==> src/rtl/vga_timing_pkg.sv <==
// Shared VGA raster timing: default 640x480@60 constants, coordinate width,
// and helpers that derive totals and sync window bounds from porch widths.
package vga_timing_pkg;

    // Coordinate width shared by every pixel generator that consumes x/y.
    localparam int XY_W   = 10;
    localparam int XY_MAX = 1 << XY_W;

    // Default 640x480@60 (25.175 MHz pixel clock) timing.
    localparam int DEF_H_ACTIVE = 640;
    localparam int DEF_H_FRONT  = 16;
    localparam int DEF_H_SYNC   = 96;
    localparam int DEF_H_BACK   = 48;
    localparam int DEF_V_ACTIVE = 480;
    localparam int DEF_V_FRONT  = 10;
    localparam int DEF_V_SYNC   = 2;
    localparam int DEF_V_BACK   = 33;

    // Sync/de bundle carried through the alignment delay line.
    typedef struct packed {
        logic hsync;
        logic vsync;
        logic de;
    } sync_bus_t;

    // Total counts per line or per frame.
    function automatic int timing_total(input int active, input int front,
                                        input int sync, input int back);
        return active + front + sync + back;
    endfunction

    // First count at which sync is asserted.
    function automatic int sync_start(input int active, input int front);
        return active + front;
    endfunction

    // First count after the sync pulse (exclusive end).
    function automatic int sync_end(input int active, input int front, input int sync);
        return active + front + sync;
    endfunction

endpackage

==> src/rtl/vga_sync_gen_delay.sv <==
// Clock-enabled shift register with a run-time reset value. Used to align
// sync/de with downstream pixel-path latency; DEPTH = 0 is a plain wire.
module sync_delay_line #(
    parameter int DEPTH = 1,
    parameter int WIDTH = 1
) (
    input  logic             clk,
    input  logic             rst_n,
    input  logic             en,
    input  logic [WIDTH-1:0] rst_val,
    input  logic [WIDTH-1:0] din,
    output logic [WIDTH-1:0] dout
);

    generate
        if (DEPTH == 0) begin : g_bypass
            // No stages: control inputs are intentionally ignored.
            logic unused_ctrl;
            assign unused_ctrl = ^{clk, rst_n, en, rst_val};
            assign dout        = din;
        end else begin : g_shift
            logic [DEPTH-1:0][WIDTH-1:0] stage_q;
            logic [DEPTH-1:0][WIDTH-1:0] stage_d;

            for (genvar gi = 0; gi < DEPTH; gi++) begin : g_stage
                // Next value of each stage: shift only on enable, else hold.
                always_comb begin
                    stage_d[gi] = stage_q[gi];
                    if (en) begin
                        if (gi == 0) begin
                            stage_d[gi] = din;
                        end else begin
                            stage_d[gi] = stage_q[gi-1];
                        end
                    end
                end

                // Stage register, loaded with the idle pattern on reset.
                always_ff @(posedge clk or negedge rst_n) begin
                    if (!rst_n) begin
                        stage_q[gi] <= rst_val;
                    end else begin
                        stage_q[gi] <= stage_d[gi];
                    end
                end
            end

            assign dout = stage_q[DEPTH-1];
        end
    endgenerate

endmodule

==> src/rtl/vga_sync_gen.sv <==
// VGA raster generator: x/y scan position, active-area flag, h/v sync,
// line/frame start pulses, frame counter and latency-matched sync/de copies.
module vga_sync_gen
    import vga_timing_pkg::*;
#(
    parameter int H_ACTIVE         = DEF_H_ACTIVE,
    parameter int H_FRONT          = DEF_H_FRONT,
    parameter int H_SYNC           = DEF_H_SYNC,
    parameter int H_BACK           = DEF_H_BACK,
    parameter int V_ACTIVE         = DEF_V_ACTIVE,
    parameter int V_FRONT          = DEF_V_FRONT,
    parameter int V_SYNC           = DEF_V_SYNC,
    parameter int V_BACK           = DEF_V_BACK,
    parameter int SYNC_ACTIVE_HIGH = 0,
    parameter int PIPE_DELAY       = 1
) (
    input  logic            clk,
    input  logic            rst_n,
    input  logic            pix_en,
    output logic [XY_W-1:0] x,
    output logic [XY_W-1:0] y,
    output logic            frame_active,
    output logic            hsync,
    output logic            vsync,
    output logic            hsync_d,
    output logic            vsync_d,
    output logic            de_d,
    output logic            line_start,
    output logic            frame_start,
    output logic [7:0]      frame_count
);

    localparam int H_TOTAL = timing_total(H_ACTIVE, H_FRONT, H_SYNC, H_BACK);
    localparam int V_TOTAL = timing_total(V_ACTIVE, V_FRONT, V_SYNC, V_BACK);

    // Compare in XY_W+1 bits so window ends equal to 1024 still fit.
    localparam logic [XY_W:0] H_ACT_C  = (XY_W+1)'(H_ACTIVE);
    localparam logic [XY_W:0] V_ACT_C  = (XY_W+1)'(V_ACTIVE);
    localparam logic [XY_W:0] HS_BEG_C = (XY_W+1)'(sync_start(H_ACTIVE, H_FRONT));
    localparam logic [XY_W:0] HS_END_C = (XY_W+1)'(sync_end(H_ACTIVE, H_FRONT, H_SYNC));
    localparam logic [XY_W:0] VS_BEG_C = (XY_W+1)'(sync_start(V_ACTIVE, V_FRONT));
    localparam logic [XY_W:0] VS_END_C = (XY_W+1)'(sync_end(V_ACTIVE, V_FRONT, V_SYNC));

    localparam logic [XY_W-1:0] X_LAST = XY_W'(H_TOTAL - 1);
    localparam logic [XY_W-1:0] Y_LAST = XY_W'(V_TOTAL - 1);

    localparam logic SYNC_ON  = (SYNC_ACTIVE_HIGH != 0);
    localparam logic SYNC_OFF = ~SYNC_ON;

    // Reject timings the counters cannot represent.
    generate
        if (H_TOTAL > XY_MAX) begin : g_bad_h_total
            $error("vga_sync_gen: H_TOTAL exceeds coordinate range");
        end
        if (V_TOTAL > XY_MAX) begin : g_bad_v_total
            $error("vga_sync_gen: V_TOTAL exceeds coordinate range");
        end
        if (PIPE_DELAY < 0 || PIPE_DELAY > 4) begin : g_bad_pipe
            $error("vga_sync_gen: PIPE_DELAY must be 0..4");
        end
    endgenerate

    logic [XY_W-1:0] x_q, x_d;
    logic [XY_W-1:0] y_q, y_d;
    logic            act_q, act_d;
    logic            hs_q, hs_d;
    logic            vs_q, vs_d;
    logic            line_start_q, line_start_d;
    logic            frame_start_q, frame_start_d;
    logic [7:0]      frame_count_q, frame_count_d;

    // Advance the raster on pix_en; decode flags from the new position so
    // they stay aligned with x/y. Start pulses default low every clk.
    always_comb begin
        x_d           = x_q;
        y_d           = y_q;
        act_d         = act_q;
        hs_d          = hs_q;
        vs_d          = vs_q;
        line_start_d  = 1'b0;
        frame_start_d = 1'b0;
        frame_count_d = frame_count_q;

        if (pix_en) begin
            if (x_q == X_LAST) begin
                x_d          = '0;
                line_start_d = 1'b1;
                if (y_q == Y_LAST) begin
                    y_d           = '0;
                    frame_start_d = 1'b1;
                    frame_count_d = frame_count_q + 8'd1;
                end else begin
                    y_d = y_q + 1'b1;
                end
            end else begin
                x_d = x_q + 1'b1;
            end

            act_d = ({1'b0, x_d} < H_ACT_C) && ({1'b0, y_d} < V_ACT_C);
            hs_d  = (({1'b0, x_d} >= HS_BEG_C) && ({1'b0, x_d} < HS_END_C)) ? SYNC_ON : SYNC_OFF;
            vs_d  = (({1'b0, y_d} >= VS_BEG_C) && ({1'b0, y_d} < VS_END_C)) ? SYNC_ON : SYNC_OFF;
        end
    end

    // Raster state; reset parks on the last pixel so the first pix_en lands on (0,0).
    always_ff @(posedge clk or negedge rst_n) begin
        if (!rst_n) begin
            x_q           <= X_LAST;
            y_q           <= Y_LAST;
            act_q         <= 1'b0;
            hs_q          <= SYNC_OFF;
            vs_q          <= SYNC_OFF;
            line_start_q  <= 1'b0;
            frame_start_q <= 1'b0;
            frame_count_q <= 8'd0;
        end else begin
            x_q           <= x_d;
            y_q           <= y_d;
            act_q         <= act_d;
            hs_q          <= hs_d;
            vs_q          <= vs_d;
            line_start_q  <= line_start_d;
            frame_start_q <= frame_start_d;
            frame_count_q <= frame_count_d;
        end
    end

    sync_bus_t dly_in;
    sync_bus_t dly_rst;
    sync_bus_t dly_out;

    assign dly_in  = '{hsync: hs_q, vsync: vs_q, de: act_q};
    assign dly_rst = '{hsync: SYNC_OFF, vsync: SYNC_OFF, de: 1'b0};

    sync_delay_line #(
        .DEPTH (PIPE_DELAY),
        .WIDTH ($bits(sync_bus_t))
    ) u_delay (
        .clk     (clk),
        .rst_n   (rst_n),
        .en      (pix_en),
        .rst_val (dly_rst),
        .din     (dly_in),
        .dout    (dly_out)
    );

    assign x            = x_q;
    assign y            = y_q;
    assign frame_active = act_q;
    assign hsync        = hs_q;
    assign vsync        = vs_q;
    assign hsync_d      = dly_out.hsync;
    assign vsync_d      = dly_out.vsync;
    assign de_d         = dly_out.de;
    assign line_start   = line_start_q;
    assign frame_start  = frame_start_q;
    assign frame_count  = frame_count_q;

endmodule
==> config.mk <==
export PLATFORM = sky130hd
export DESIGN_NAME = vga_sync_gen
export DESIGN_NICKNAME = d
export VERILOG_FILES = /design/src/rtl/vga_timing_pkg.sv /design/src/rtl/vga_sync_gen_delay.sv /design/src/rtl/vga_sync_gen.sv
export SDC_FILE = /design/constraint.sdc
export NUM_CORES = 1
export LEC_CHECK = 0
export ABC_AREA = 1
export CAP_MARGIN = 10
export CORE_MARGIN = 2
export CORE_UTILIZATION = 30
export CTS_BUF_LIST = sky130_fd_sc_hd__clkbuf_16
export CTS_CLUSTER_SIZE = 24
export DETAILED_ROUTE_END_ITERATION = 12
export PLACE_DENSITY = 0.53
export SYNTH_ARGS = -nofsm -noshare
export SYNTH_HDL_FRONTEND = slang
export SYNTH_SLANG_ARGS = --single-unit
==> constraint.sdc <==
create_clock -name clk -period 5.2 [get_ports clk]
set_input_delay 1.3 -clock clk [delete_from_list [all_inputs] [get_ports clk]]
set_output_delay 1.3 -clock clk [all_outputs]
set_load 0.01 [all_outputs]
Word level (Yosys, flattened, before mapping)
Cells that the tools add are included.
Operators by class
  muxes and demuxes: 12
  eq/ne operators: 2
  $lt $le $gt $ge: 6
  add/sub/neg operators: 3
  reductions and logical operators: 4
Operators with widths (count)
  10-bit 2-to-1 mux: 5
  10-bit by 1-bit adder with 10-bit output, second input constant: 2
  10-bit == test, second input constant: 2
  10-bit < comparator, second input constant: 2
  10-bit by 9-bit < comparator with 1-bit output, second input constant: 2
  10-bit >= comparator, second input constant: 1
  10-bit by 9-bit >= comparator with 1-bit output, second input constant: 1
  8-bit by 1-bit adder with 8-bit output, second input constant: 1
  1-bit 2-to-1 mux: 7
  1-bit logical AND: 3
  3-bit AND reduction: 1
Word-level totals
  register bits: 36
  output and inout port bits: 36
  bits of input ports: 3

Longest topological paths before layout
Gate-level depths: netlist (run 1).
  depth in word-level cells: 7
  gate-level depth with buffers: 13
  gate-level depth less buffers: 13

Worst setup path before layout (run 1)
OpenSTA, ideal clock, no wires.
  kind: input to register
  start: input pix_en
  end: register vs_q (netlist: vsync)
  setup slack: 3087 ps
  data arrival time: 2041 ps
  cell stages on the path: 9
  required time: 5128 ps
  cell sequence: clkinv_1 nor2_2 nand2_1 nand2_1 nand3_1 nor2_1 nand3_1 nand2_1 inv_1
RTL lines
  start: declaration: RTL line vga_sync_gen.sv:19  | input logic pix_en,
  end signal: assignment: RTL line vga_sync_gen.sv:121  | vs_q <= vs_d;
  end: declaration: RTL line vga_sync_gen.sv:67  | logic vs_q, vs_d;

==> results of run 1 <==
==> cells in the mapped netlist (all sizes together) (4+ instances only) <==
library cell / number
nand3: 27
xnor2: 4
nor2: 38
dfstp: 14
xor2: 6
dfrtp: 22
nand4: 9
ha: 4
nand2: 81
o21ai: 24
inv: 29
clkbuf: 4
nor3: 4
==> sequential cells by signal, indices dropped and copies added (netlist names) <==
register	flops
hsync	1
frame_active	1
y	10
frame_count	8
u_delay.dout	3
frame_start	1
x	10
line_start	1
vsync	1
==> per-stage QoR <==
stage          utilization [%]  power (mW)  cells  area [um2]
6_report                  40.5       0.974    411        2750
5_1_grt                   40.5        1.04    411        2750
4_1_cts                   40.5       0.991    411        2750
3_5_place_dp              38.3       0.680    403        2600
3_3_place_gp              38.3       0.680    403        2600
2_1_floorplan                -       0.549    272        2110
==> worst max-delay path, delay by kind of cell <==
kind	cells	cell delay (ns)
buffers and inverters	5	1.51
AND/OR/NAND/NOR	7	0.51
==> per-layer routing <==
metal	part of all wire, %	vias to the layer above	track usage, %
met5	0	-	0
met4	1.7	0	6.57
met3	5.7	8	3.77
met2	46	51	24.2
met1	47	852	18.8
li1	-	958	-
==> path summary, 6_finish.rpt <==
kind	start	end	slack (ns)	cells past startpoint
max	pix_en	vsync	2.09	12
min	u_delay.dout[1]	u_delay.dout[1]	0.46	2
max reg2reg	x[0]	vsync	3.19	12
min reg2reg	u_delay.dout[1]	u_delay.dout[1]	0.46	2
max in group asynchronous	rst_n	frame_count[1]	3.59	1
min in group asynchronous	rst_n	x[5]	1.10	1
==> kinds of logic after synthesis <==
| kind of cell | count (synthesis) |
|---|---|
| multiplexers | 1 |
| AND/OR/NAND/NOR | 160 |
| buffers and inverters | 35 |
| XOR/XNOR | 10 |
| flip-flops | 36 |
| AO/OA/AOI/OAI | 26 |
| adder cells (fa/ha/maj) | 4 |
==> power by group <==
group,internal [mW],total (mW),switching (mW)
clock network,0.178,0.302,0.123
registers,0.341,0.402,0.0616
logic,0.124,0.270,0.146
==> final cells by class <==
| cell class | instances | share of cell area (%) |
|---|---|---|
| Clock buffer | 5 | 4.55 |
| Clock inverter | 3 | 0.864 |
| Sequential cell | 36 | 33.4 |
| Inverter | 30 | 4.19 |
| Timing Repair Buffer | 40 | 14.2 |
| Tap cell | 96 | 4.37 |
| Multi-Input combinational cell | 201 | 38.4 |
==> flow_metrics.tcl, run 1 <==
set metrics [dict create \
    synth_xor_area_share_pct 4.15 \
    finalSetupViolations 0 \
    io_pins 39 \
    tns_ns 0 \
    hpwl_um 3740 \
    avgSynthCellArea_um2 7.76 \
    core_um2 6790 \
    relSlewSlack_pct 46.9 \
    fin_crit_sh_pct 59.9 \
    syn_nets 279 \
    slew_violations 0 \
    criticalPathCategory "in2reg" \
    die_area_um2 7720 \
    synth-seq-cells 36 \
    clk_pin_slew_worst_paths_ns 0.06 \
    multi_input_area_um2 1060 \
    hold_ws_ns 0.462 \
    final_cell_mix "nand2_1 (76), clkdlybuf4s50_1 (37), nor2_1 (31)" \
    fin_crit_ns 3.11 \
    antenna_found_initial 0 \
    rsz0062_at_grt "false" \
    rows 30 \
    yosys.area.top_type "dfrtp_1" \
    synth_compound_area_share_pct 6.28 \
    ys.flop_type "dfrtp_1" \
    cts_buffers 5 \
    fillCellCount 707 \
    required_ns 5.42 \
    grt_max_degree 37 \
    cpPeakStageDelay_ns 0.45 \
    grt_pass1_wl_um 8950 \
    cts_hold_buf 0 \
    path_cells "clkdlybuf4s50_1, buf_4, clkinv_1, buf_4, nor2_1, nand2_1, nand2_1, nand3_1, nor2_1, nand3_1, nand2_1, inv_1" \
    fin_nets 321 \
    finalHoldViolCount 0 \
    hold_class "reg2reg" \
    drt_iter0_markers 65 \
    clk_latency_ns 0.28 \
    synth_cells 272 \
    p_leak_nw 1.26 \
    pre_cts_ws_ns 1.79 \
    yosys-top-cells-area "dfrtp_1 (26%), dfstp_2 (17%), nand2_1 (14%)" \
    tritoncts "yes" \
    critPathSlowestCell "clkdlybuf4s50_1" \
    synth_top_family_by_area "simple AND/OR/NAND/NOR gates" \
    cp-end-kind "register" \
    portBuffers 38 \
    syn2layout_area_growth_pct 30.3 \
    synth_top_area_share_pct 26.1 \
    cts_resized 0 \
    drc_errors 0 \
    powerDensity_nw_per_um2 354 \
    max_freq_mhz 321 \
    vias 1869 \
    crit_arrival_ns 3.34 \
    clockRootBuffer "clkbuf_16" \
    ant_nets 0 \
    cts_buffer_depth 2 \
    dieHeight_um 87.9 \
    detailedRoute.firstPassIterationCount 4 \
    layout-drive-gt1-share_pct 14.3 \
    synth_fa_ha_area_share_pct 2.37 \
    yosys_warnings 0 \
    ir_worst_vdd_uv 121 \
    n_antenna_cell 0 \
    vias_per_cell 4.55 \
    regArea_um2 918 \
    track_usage_pct 14.9 \
    crit_top_cell "nand2_1" \
    tightestPinTransition_ns 0.796 \
    fin_skew_ns 0.00699 \
    yosys-mux-area-fraction_pct 0.533 \
    ys_seq_area_share_pct 43.5 \
    start_util_pct 31.1 \
    die_width_um 87.9 \
    crit_path_start_kind "primary input" \
    yosys.cell_types.count 29 \
    synth-simple-area-share_pct 36.8 \
    place.gp.congestion 0.853 \
    cts_sinks 36 \
    postCtsSetupBuffers 0 \
    wirelength_um 5070 \
    status "finished, final reports clean" \
    worst-path-max-fanout 24 \
    syn_area_um2 2110 \
    grt_pass1_vias 1946 \
    synth_edf_count 0 \
    cts_max_level 2 \
    synth-async-reset-ratio_pct 100 \
    max_cap_violations 0 \
    grt_overflow 0 \
    mostFrequentLayoutCell "nand2_1" \
    setup_ws_ns 2.09 \
    wl_per_cell_um 12.3 \
]
(Power assumes the default switching activity.)
==> run 2, diff against run 1 <==
==> constraint.sdc (replaced) <==
create_clock -name clk -period 3.2 [get_ports clk]
set_input_delay 0.8 -clock clk [delete_from_list [all_inputs] [get_ports clk]]
set_output_delay 0.8 -clock clk [all_outputs]
set_load 0.01 [all_outputs]
==> run 2 against run 1 <==
Effect of this change:
- worst hold slack better by 0.0026 ns
- sequential power up 63%
- non-clock buffer count unchanged
- critical path depth down 11
- first-iteration DRC count up 9.2%
- critical path type is now reg2out
- critical endpoint is now x[8]
==> flow_metrics.tcl, run 2 (same netlist as run 1, synthesis figures left out) <==
set metrics [dict create \
    status "finished, final reports clean" \
    start_util_pct 31.1 \
    grt_max_degree 37 \
    rows 30 \
    fin_crit_sh_pct 69.8 \
    clk_pin_slew_worst_paths_ns 0.06 \
    postCtsSetupBuffers 0 \
    rsz0062_at_grt "false" \
    clockPowerShare_pct 39.6 \
    clockRootBuffer "clkbuf_16" \
    ir_worst_vdd_uv 236 \
    switching_power_mw 0.526 \
    hold_class "reg2reg" \
    wirelength_um 5000 \
    tritoncts "yes" \
    drc_errors 0 \
    syn2layout_area_growth_pct 33.4 \
    die_width_um 87.9 \
    portBuffers 38 \
    p_leak_nw 1.29 \
    max_freq_mhz 448 \
    grt_overflow 0 \
    place.gp.congestion 0.832 \
    utilization_pct 41.5 \
    fin_crit_ns 2.23 \
    layout-drive-gt1-share_pct 14.3 \
    hold_ws_ns 0.464 \
    finalSetupViolations 0 \
    pre_cts_ws_ns 0.701 \
    cts_buffer_depth 2 \
    pwr-share-seq_pct 36.4 \
    dieHeight_um 87.9 \
    fin_skew_ns 0.00397 \
    design_area_um2 2820 \
    critPathSlowestCell "dfstp_2" \
    track_usage_pct 14.6 \
    cp.buffers_inverters 1 \
    tns_ns 0 \
    drt_iter0_markers 71 \
    ant_nets 0 \
    vias_per_cell 4.53 \
    p_int_mw 1.28 \
    n_antenna_cell 0 \
    hpwl_um 3640 \
    fin_nets 321 \
    mostFrequentLayoutCell "nand2_1" \
    antenna_found_initial 0 \
    critical_path.top_delay_family "flip-flops" \
    relSlewSlack_pct 44.9 \
    wl_per_cell_um 12.2 \
    required_ns 2.40 \
    fillCellCount 704 \
    cts_resized 0 \
    finalHoldViolCount 0 \
    powerDensity_nw_per_um2 641 \
    vias 1861 \
    cpPeakStageDelay_ns 0.59 \
    grt_pass1_wl_um 8800 \
    die_area_um2 7720 \
    grt_pass1_vias 1827 \
    clk_latency_ns 0.28 \
    worst-path-max-fanout 7 \
    detailedRoute.firstPassIterationCount 4 \
    placed_area_um2 2600 \
    p_comb_share_pct 24.0 \
    io_pins 39 \
    tightestPinTransition_ns 0.827 \
    cts_max_level 2 \
    cts_hold_buf 0 \
    crit_path_start_kind "register" \
    core_um2 6790 \
    cts_sinks 36 \
    path_cells "clkdlybuf4s50_1" \
    max_cap_violations 0 \
    criticalPathCategory "reg2out" \
    sw_frac_of_total_pct 29.1 \
    final_cell_mix "nand2_1 (76), clkdlybuf4s50_1 (37), nor2_1 (31)" \
    crit_arrival_ns 1.43 \
    setup_ws_ns 0.966 \
    cp-end-kind "output port" \
    cts_buffers 5 \
    slew_violations 0 \
]
run 2: cell types whose count changed in the layout (fill, tap and decap cells not counted), sizes merged:
cell and delta:
bufinv +3, clkinv -1, clkinvlp -2
run 2: worst paths after layout:
path                            cells past startpoint             from               to  slack [ns]
worst max-delay path                                1             x[8]             x[8]        0.97
worst min-delay path                                2  u_delay.dout[1]  u_delay.dout[1]        0.46
min in group asynchronous                           1            rst_n       line_start        0.62
max in group asynchronous                           1            rst_n             x[7]        2.06
worst min register to register                      2  u_delay.dout[1]  u_delay.dout[1]        0.46
worst max register to register                     12             x[0]            vsync        1.18
run 2: metal layers:
metal / share of wire, % / track usage, % / up-vias / routed length (um)
met5: 0 / 0 / - / 0
met4: 1.1 / 3.78 / 0 / 53
met3: 4.8 / 4.34 / 6 / 240
met2: 44 / 22.6 / 34 / 2220
met1: 50 / 20.1 / 868 / 2490
li1: - / - / 953 / -
run 2: metrics by stage:
| step | power [mW] | instances |
|---|---|---|
| finish | 1.81 | 411 |
| global route | 1.92 | 411 |
| CTS | 1.83 | 411 |
| detailed placement | 1.10 | 403 |
| global placement | 1.10 | 403 |
| floorplan | 0.891 | 272 |
run 2: worst register-to-register path: stages, from the launching register on:
cell	delay, ns
dfstp_2	0.57
ha_1	0.19
nand2_2	0.11
nor2_8	0.21
inv_4	0.07
nor2_8	0.17
nand3_1	0.09
nand2_1	0.10
nand3_1	0.08
nor2_1	0.17
nand3_1	0.10
nand2_1	0.06
inv_1	0.03
run 2: cell type report:
type	count	area (um2)	share of cell area, %
Multi-Input combinational cell	201	1060	37.5
Clock buffer	5	125	4.44
Inverter	30	115	4.09
Timing Repair Buffer	40	390	13.9
Tap cell	96	120	4.26
Clock inverter	3	90.1	3.20
Sequential cell	36	918	32.6
run 2: power groups by stage:
stage,clock [mW],sequential (mW),combinational (mW)
2_1_floorplan,0,0.670,0.222
3_3_place_gp,0,0.665,0.438
3_5_place_dp,0,0.662,0.440
4_1_cts,0.735,0.656,0.442
5_1_grt,0.753,0.670,0.495
6_report,0.715,0.657,0.434
